**config.mk**
```make
export PLATFORM = sky130hd
export DESIGN_NAME = imem_loader_flat
export DESIGN_NICKNAME = d
export VERILOG_FILES = /design/src/rtl/imem_loader_if.sv /design/src/rtl/imem_loader.sv /design/src/flat_wrapper.sv
export SDC_FILE = /design/constraint.sdc
export NUM_CORES = 1
export LEC_CHECK = 0
export CAP_MARGIN = 5
export CORE_MARGIN = 2
export CORE_UTILIZATION = 49
export CTS_CLUSTER_SIZE = 40
export DETAILED_ROUTE_END_ITERATION = 12
export PLACE_DENSITY = 0.84
export RECOVER_POWER = 50
export SLEW_MARGIN = 30
export SYNTH_ARGS = -nofsm -noshare
export SYNTH_HDL_FRONTEND = slang
export SYNTH_SLANG_ARGS = --single-unit
```
**constraint.sdc**
```tcl
create_clock -name clock -period 1.9 [get_ports clock]
set_input_delay 0.38 -clock clock [delete_from_list [all_inputs] [get_ports clock]]
set_output_delay 0.38 -clock clock [all_outputs]
set_load 0.1 [all_outputs]
```
**src/rtl/imem_loader_if.sv**
```systemverilog
// Loader view of the UART byte stream and the program-memory word write port.
// Bytes are pulse-qualified and the write port has no backpressure.
interface imem_loader_if #(
  parameter int ADDR_WIDTH = 14
);
  logic                  rx_valid;
  logic [7:0]            rx_data;
  logic                  mem_we;
  logic [ADDR_WIDTH-1:0] mem_addr;
  logic [31:0]           mem_wdata;

  modport master (
    input  rx_valid, rx_data,
    output mem_we, mem_addr, mem_wdata
  );

  modport slave (
    output rx_valid, rx_data,
    input  mem_we, mem_addr, mem_wdata
  );
endinterface

```
**src/rtl/imem_loader.sv**
```systemverilog
// Boot loader: packs UART bytes big-endian into words and writes them from address 0.
// Write issues one cycle after the 4th byte; no backpressure, the byte stream is never stalled.
module imem_loader #(
  parameter int ADDR_WIDTH = 14,
  parameter int TIMEOUT    = 1000000
) (
  input  logic                clock,
  input  logic                reset,
  input  logic                start,
  imem_loader_if.master       bus,
  output logic                cpu_hold,
  output logic                busy,
  output logic                done,
  output logic                err,
  output logic [ADDR_WIDTH:0] word_count
);
  localparam int                    IDLE_W    = $clog2(TIMEOUT + 1);
  localparam logic [IDLE_W-1:0]     IDLE_LAST = IDLE_W'(TIMEOUT - 1);
  localparam logic [ADDR_WIDTH-1:0] ADDR_LAST = '1;

  typedef enum logic [1:0] {
    S_IDLE,
    S_LOAD,
    S_DONE
  } state_t;

  state_t                state_q, state_d;
  logic [ADDR_WIDTH-1:0] addr_q;
  logic [1:0]            byte_idx_q;
  logic [23:0]           asm_q;
  logic [IDLE_W-1:0]     idle_q;

  logic load_entry;
  logic byte_acc;
  logic word_fire;
  logic mem_full;
  logic timeout_hit;

  always_comb begin
    state_d     = state_q;
    load_entry  = 1'b0;
    byte_acc    = 1'b0;
    word_fire   = 1'b0;
    mem_full    = 1'b0;
    timeout_hit = 1'b0;
    unique case (state_q)
      S_IDLE, S_DONE: begin
        if (start) begin
          state_d    = S_LOAD;
          load_entry = 1'b1;
        end
      end
      S_LOAD: begin
        byte_acc    = bus.rx_valid;
        word_fire   = bus.rx_valid && (byte_idx_q == 2'd3);
        mem_full    = word_fire && (addr_q == ADDR_LAST);
        timeout_hit = !bus.rx_valid && (idle_q == IDLE_LAST);
        if (mem_full || timeout_hit) begin
          state_d = S_DONE;
        end
      end
      default: state_d = S_IDLE;
    endcase
  end

  always_ff @(posedge clock) begin
    if (reset) begin
      state_q       <= S_IDLE;
      addr_q        <= '0;
      byte_idx_q    <= '0;
      asm_q         <= '0;
      idle_q        <= '0;
      err           <= 1'b0;
      word_count    <= '0;
      bus.mem_we    <= 1'b0;
      bus.mem_addr  <= '0;
      bus.mem_wdata <= '0;
    end else begin
      state_q    <= state_d;
      bus.mem_we <= word_fire;

      if (load_entry) begin
        addr_q     <= '0;
        byte_idx_q <= '0;
        idle_q     <= '0;
        word_count <= '0;
        err        <= 1'b0;
      end

      if (byte_acc) begin
        idle_q     <= '0;
        asm_q      <= {asm_q[15:0], bus.rx_data};
        byte_idx_q <= byte_idx_q + 2'd1;
      end else if (state_q == S_LOAD) begin
        idle_q <= idle_q + 1'b1;
      end

      // The last word pins the address at the top so it never wraps to 0.
      if (word_fire) begin
        bus.mem_addr  <= addr_q;
        bus.mem_wdata <= {asm_q, bus.rx_data};
        word_count    <= word_count + 1'b1;
        if (!mem_full) begin
          addr_q <= addr_q + 1'b1;
        end
      end

      if (timeout_hit && (byte_idx_q != 2'd0)) begin
        err <= 1'b1;
      end
    end
  end

  assign busy     = (state_q == S_LOAD);
  assign cpu_hold = busy;
  assign done     = (state_q == S_DONE);
endmodule

```
**src/flat_wrapper.sv**
```systemverilog
// flat-port wrapper written by rule: the top's interface ports become plain ports
module imem_loader_flat 
#(
  parameter int ADDR_WIDTH = 14,
  parameter int TIMEOUT    = 1000000
)
  (clock, reset, start, cpu_hold, busy, done, err, word_count, bus_rx_valid, bus_rx_data, bus_mem_we, bus_mem_addr, bus_mem_wdata);
  imem_loader_if #(.ADDR_WIDTH(ADDR_WIDTH)) bus_i ();
  input  logic clock;
  input  logic reset;
  input  logic start;
  output logic cpu_hold;
  output logic busy;
  output logic done;
  output logic err;
  output logic [ADDR_WIDTH:0] word_count;
  input wire logic [$bits(bus_i.rx_valid)-1:0] bus_rx_valid;
  input wire logic [$bits(bus_i.rx_data)-1:0] bus_rx_data;
  output wire logic [$bits(bus_i.mem_we)-1:0] bus_mem_we;
  output wire logic [$bits(bus_i.mem_addr)-1:0] bus_mem_addr;
  output wire logic [$bits(bus_i.mem_wdata)-1:0] bus_mem_wdata;
  assign bus_i.rx_valid = bus_rx_valid;
  assign bus_i.rx_data = bus_rx_data;
  assign bus_mem_we = bus_i.mem_we;
  assign bus_mem_addr = bus_i.mem_addr;
  assign bus_mem_wdata = bus_i.mem_wdata;
  imem_loader #(.ADDR_WIDTH(ADDR_WIDTH), .TIMEOUT(TIMEOUT)) u_core (.clock(clock), .reset(reset), .start(start), .bus(bus_i), .cpu_hold(cpu_hold), .busy(busy), .done(done), .err(err), .word_count(word_count));
endmodule
```
==> impl_metrics.yaml, run 1 <==
sta:
  fin_ws_ns: 0.0419
  fmax_mhz: 538
  final.hold.worst_slack_ns: 0.302
  timing_worst_slew_pin_value_ns: 0.559
  timing.final.crit_period_ns: 1.86
  max-slew-margin-rel_pct: 62.9
  setup_tns_ns: 0
  tcrit_tclk_final_pct: 97.8
  clock-skew-final_ns: 0.00902
  setup_viol: 0
  final-hold-violation-count: 0
  maxSlewViolCount: 0
synthesis:
  netlist_top_cells_count: "nand2_1, dfxtp_1, a21oi_1, nor2_1, clkbuf_1"
  post_synth_instance_area_mm2: 0.00518
  synth_ff_type: "dfxtp_1"
  synthesis.instances: 655
  synth.avg_cell_area_um2: 7.90
  ys_warn_count: 0
  ys_seq_elements: 125
  synth_fp_nets: 672
  yosys.cell_count.top_type: "nand2_1"
  yosysSeqAreaShare_pct: 48.3
  library_cell_occupying_the_most_area_in_the_post_synthesis_netlist: "dfxtp_1"
  synth_edf_count: 0
  post_synth_num_cell_types: 47
  ys_async_sr_fraction_pct: 0
  synth_largest_type_area_fraction_pct: 48.3
  synth_area_leaders: "dfxtp_1, nand2_1, a21oi_1, nor2_1, nand3_1"
cts:
  clock_tree.root_cell: "clkbuf_8"
  clk_pin_slew_worst_setup_hold_paths_ns: 0.06
  cts_tree: "yes"
  ctsLongestPathBuffers: 2
  post_cts_hold_buffer_count: 0
  h-tree-depth: 4
  cts_num_sinks: 125
  clock_insertion_delay_worst_skew_ns: 0.53
  cts_buffers: 17
critical_path:
  crit_path_capture_type: "output port"
  cell_breakdown_of_the_critical_path: "nand2b_4, inv_4, buf_6, buf_12"
  setup.worst_path.class: "reg2out"
  crit_arrival_ns: 1.48
  reg2reg_depth: 7
  start_kind: "register"
  critical-path-max-stage-delay_ns: 0.34
  worst-path-max-fanout: 8
  worst_ep_required_time_ns: 1.52
  critical_path.slowest_cell: "dfxtp_2"
  r2r-start: "u_core.addr_q[0]"
  r2r_end: "u_core.addr_q[10]"
  worst-r2r-setup-slack_ns: 0.11
global_route:
  grt_overflow: 0
  grtUsageTotal_pct: 25.4
  grt_first_pass_wirelength_um: 23200
  grt_max_degree: 91
  number_of_global_route_vias_before_repair: 4877
  grt_antenna_before_repair: 0
hold_path:
  worstHoldStart: "reset"
  timing.hold.worst_path_depth: 3
  hold_path_end: "u_core.bus.mem_addr[0]"
  hold_path_class: "in2reg"
detailed_routing:
  routed_wirelength_um: 14100
  detail_route.wl_per_cell_um: 15.7
  avgViaCountPerCell: 5.63
  via_count: 5065
  ant_nets: 0
  detailedRoute.firstIterationViolations: 510
  remaining_drc_errors: 0
  first_pass_iteration_count_of_the_detailed_router: 5
power_and_ir_drop:
  vdd_drop_max_mv: 0.529
  power.density_cell_area_mw_per_mm2: 879
  power_leakage_nw: 2.47
floorplan:
  design.die.area_mm2: 0.0114
  die_h_um: 107
  total_number_of_placement_rows: 37
  initial_core_util_pct: 50.4
  design.core.area_mm2: 0.0103
  die_width_um: 107
  boundaryPins: 78
placed_design:
  dpl.hpwl_um: 9210
  detailedPlace.worstSlack_ns: -0.234
  placed_cell_area_mm2: 0.00645
  dpl.cell_count: 866
  gp_routability_congestion: 0.877
  place.port_buffers: 77
run_status:
  status: "complete, no violations"
final_layout:
  antennaDiodeCount: 0
  final_area_mm2: 0.00683
  final_nets: 767
  post_layout_nonfiller_instances: 899
  ratio_of_cells_with_drive_above_1_in_the_final_layout_pct: 22.7
  area_growth_pct: 31.9
flow_run:
  max-cap-violations: 0
## where the power goes
group	total (mW)	internal (mW)	leakage, nW	switching, mW
sequential	2.65	2.63	1.01	0.0160
clock	3.10	1.78	0.264	1.32
combinational	0.259	0.0885	1.20	0.170
total	6.01	4.50	2.47	1.51
## final cells by class
| cell class | count | area [µm²] |
|---|---|---|
| fillers | 825 | 3450 |
| well taps | 136 | 170 |
| inverters | 6 | 25.0 |
| flip-flops and latches | 125 | 2520 |
| multi-input cells | 485 | 2550 |
| repair buffers | 115 | 1010 |
| clock buffers | 17 | 414 |
| clock inverters | 15 | 150 |
## per-stage QoR
| step | util, % | total power, mW |
|---|---|---|
| after detailed placement | 62.7 | 2.96 |
| after floorplan | - | 2.85 |
| after global routing | 66.5 | 6.18 |
| after CTS | 68.4 | 6.04 |
| final | 66.5 | 6.01 |
| after global placement | 62.7 | 2.95 |
## layout by cell type (no fill, tap or decap), drive strengths merged, types with 5 or more instances in the layout
cell / n
a21oi: 96
a311oi: 5
and3: 9
buf: 68
clkbuf: 54
clkdlybuf4s50: 10
clkinvlp: 5
dfxtp: 125
ha: 5
inv: 14
mux2: 10
nand2: 176
nand2b: 5
nand3: 29
nand4: 13
nor2: 51
nor3: 14
o21ai: 11
o31ai: 5
or3: 5
## registers in the layout, indices dropped and copies added, names as in the netlist
signal / count
u_core.bus.mem_wdata: 32
u_core.asm_q: 24
u_core.idle_q: 20
u_core.word_count: 15
u_core.addr_q: 14
u_core.bus.mem_addr: 14
u_core.byte_idx_q: 2
u_core.state_q: 2
u_core.bus.mem_we: 1
u_core.err: 1
## per-layer routing
layer  up-vias  track usage [%]  part of all wire, %
met1      2378             31.4                   42
met3        36             6.26                  6.2
met2       208             42.0                   50
li1       2443                -                    -
met5         -                0                    0
met4         0             11.3                  2.3
## worst max-delay path by stage
stage | startpoint | endpoint | cells after the start
3_5_place_dp | bus_rx_valid | u_core.word_count[13] | 7
4_1_cts | u_core.state_q[0] | busy | 4
2_1_floorplan | u_core.state_q[0] | u_core.asm_q[21] | 8
3_3_place_gp | bus_rx_valid | u_core.word_count[13] | 7
6_report | u_core.state_q[1] | busy | 4
5_1_grt | u_core.byte_idx_q[1] | u_core.word_count[7] | 5
## logic make-up after synthesis
logic type | synth area share [%]
buffers and inverters | 3.48
xor gates and xnor gates | 1.01
and+or+nand+nor | 28.7
DFF | 48.3
adders and majority gates | 1.21
AOI/OAI and AO/OA | 14.5
muxes | 2.76
## critical path, delay by kind of cell, from the launching register on
kind / cells / cell delay, ns
buffers and inverters: 3 / 0.42
DFF: 1 / 0.34
and+or+nand+nor: 1 / 0.18
## repair_timing
action	CTS	global route
gates resized for setup	8	12
pin swaps	0	2
endpoints found under the setup margin	5	15
setup buffers	0	1
cloned	0	0
(Power assumes the default switching activity.)
==> run 2, diff against run 1 <==
--- a/config.mk
+++ b/config.mk
@@ -6,6 +6,7 @@
 export NUM_CORES = 1
 export LEC_CHECK = 0
 export CAP_MARGIN = 5
+export CORE_ASPECT_RATIO = 0.75
 export CORE_MARGIN = 2
 export CORE_UTILIZATION = 49
 export CTS_CLUSTER_SIZE = 40
==> run 2 against run 1 <==
Compared with the run above:
- hold slack gained 0.12 ns
- largest cell class unchanged
- global-route usage grew 0.74 points
- fmax grew 1.2%
- sequential share of layout area shrank 1.0 points
- sequential power is essentially flat
- combinational power grew 5%
- die area is essentially flat
- highest routed layer unchanged
- final area grew 2.9%
==> impl_metrics.yaml, run 2 (synthesis results as in run 1) <==
run_status:
  status: "complete, no violations"
final_layout:
  most-common-layout-cells: "nand2_1, dfxtp_1, a21oi_1"
  antennaDiodeCount: 0
  largest_register_ffs: 32
  biggestRegsByFlops: "u_core.bus.mem_wdata (32), u_core.asm_q (24), u_core.idle_q (20)"
  max_flop_register: "u_core.bus.mem_wdata"
  final_nets: 770
  ratio_of_cells_with_drive_above_1_in_the_final_layout_pct: 22.7
  area_growth_pct: 35.7
  mostFrequentLayoutCell: "nand2_1"
floorplan:
  design.core.area_mm2: 0.0103
  die_width_um: 123
  boundaryPins: 78
  total_number_of_placement_rows: 32
  design.die.area_mm2: 0.0114
  initial_core_util_pct: 50.3
  die_h_um: 93.0
cts:
  clk_pin_slew_worst_setup_hold_paths_ns: 0.06
  h-tree-depth: 4
  cts_buffers: 17
  clock_insertion_delay_worst_skew_ns: 0.42
  clock_tree.root_cell: "clkbuf_16"
  post_cts_hold_buffer_count: 0
  ctsLongestPathBuffers: 2
  cts_tree: "yes"
  cts_num_sinks: 125
critical_path:
  critical-path-max-stage-delay_ns: 0.40
  worst_ep_required_time_ns: 1.52
  worst-r2r-setup-slack_ns: 0.12
  crit_path_capture_type: "output port"
  reg2reg_depth: 5
  critical_path.startpoint: "u_core.state_q[1]"
  worst-path-max-fanout: 9
  r2r_end: "u_core.addr_q[6]"
  cell_breakdown_of_the_critical_path: "nand2b_4, clkinv_4, buf_4, buf_12"
  r2r-start: "u_core.addr_q[6]"
  setup.worst_path.class: "reg2out"
  start_kind: "register"
  critical_path_depth: 4
  critical_path.n_buffers_inverters: 3
  critical_path.slowest_cell: "dfxtp_1"
  crit_path_end: "busy"
  crit_arrival_ns: 1.46
  cp_top_family: "buffers and inverters"
detailed_routing:
  routed_wirelength_um: 14500
  via_count: 5156
  remaining_drc_errors: 0
  avgViaCountPerCell: 5.72
  ant_nets: 0
  detailedRoute.firstIterationViolations: 521
  first_pass_iteration_count_of_the_detailed_router: 5
  detail_route.wl_per_cell_um: 16.1
placed_design:
  place.port_buffers: 77
  gp_routability_congestion: 0.879
  detailedPlace.worstSlack_ns: -0.239
  dpl.hpwl_um: 9450
power_and_ir_drop:
  power_mw: 6.37
  power.density_cell_area_mw_per_mm2: 907
  power_leakage_nw: 2.58
  switching_share_pct: 22.0
  seq_power_share_pct: 41.6
  p_comb_share_pct: 4.3
  power.share.clock_pct: 54.1
  cell_internal_pwr_mw: 4.97
  power.net_switching_mw: 1.40
  vdd_drop_max_mv: 0.552
sta:
  timing.final.crit_period_ns: 1.84
  setup_viol: 0
  clock-skew-final_ns: 0.0165
  final-hold-violation-count: 0
  maxSlewViolCount: 0
  fin_ws_ns: 0.0636
  fmax_mhz: 545
  timing_worst_slew_pin_value_ns: 0.444
  max-slew-margin-rel_pct: 70.4
  tcrit_tclk_final_pct: 96.7
global_route:
  grt_max_degree: 47
  grt_overflow: 0
  grtUsageTotal_pct: 26.1
  grt_antenna_before_repair: 0
  grt_first_pass_wirelength_um: 23400
  number_of_global_route_vias_before_repair: 4955
hold_path:
  hold_path_class: "in2reg"
flow_run:
  max-cap-violations: 0
[run 2: cell types whose count changed in the layout (fill, tap and decap cells not counted), sizes merged]
cell / before / now
buf: 68 / 108
clkinv: 1 / 6
inv: 14 / 7
clkinvlp: 5 / 2
clkbuf: 54 / 19
bufinv: 1 / 4
[run 2: final cells by class]
class	instances	area [µm²]
fill	749	3260
timing repair buffer	118	1150
tap	136	170
clock buffer	19	443
multi-input combinational	485	2530
inverter	6	27.5
sequential	125	2520
clock inverter	13	189
[run 2: metal layers]
metal	global-route usage [%]	share of wire (%)
met3	6.59	7.1
met2	42.5	48
met5	0	0
met4	10.5	1.7
met1	33.1	43
[run 2: worst min path at each step]
stage | from | to | slack, ns | depth (start not counted)
2_1_floorplan | u_core.asm_q[16] | u_core.bus.mem_wdata[24] | 0.43 | 2
5_1_grt | reset | u_core.addr_q[13] | 0.45 | 4
6_report | reset | u_core.addr_q[13] | 0.42 | 4
3_3_place_gp | u_core.asm_q[17] | u_core.asm_q[17] | 0.45 | 2
4_1_cts | reset | u_core.addr_q[13] | 0.39 | 4
3_5_place_dp | u_core.asm_q[23] | u_core.asm_q[23] | 0.45 | 2
[run 2: power by group through the flow]
stage | Sequential [mW] | Combinational, mW | Clock [mW]
after floorplan | 2.70 | 0.152 | 0
after global placement | 2.70 | 0.252 | 0
after detailed placement | 2.71 | 0.258 | 0
after CTS | 2.65 | 0.264 | 3.47
after global routing | 2.65 | 0.290 | 3.59
final | 2.65 | 0.271 | 3.45
[run 2: worst register-to-register path: cells and delay by family (launching register included)]
kind	cells	cell delay, ns
mux	1	0.15
flops	1	0.44
simple gates	2	0.75
compound gates	2	0.35
[run 2: metrics by stage]
stage	instance area, µm²	utilization (%)	hold slack (ns)	setup TNS (ns)	instances
after floorplan	5190	-	0.432	-0.233	655
final	7030	68.3	0.422	0	902
after CTS	6980	67.8	0.392	0	901
after global placement	6340	61.6	0.445	-3.54	869
after global routing	7030	68.3	0.452	-0.00194	902
after detailed placement	6340	61.6	0.449	-6.03	869
[run 2: timing repair]
action | in CTS | in global routing
setup endpoints to repair | 2 | 8
gates resized for setup | 3 | 8
gates cloned | 0 | 0
setup buffers | 0 | 1
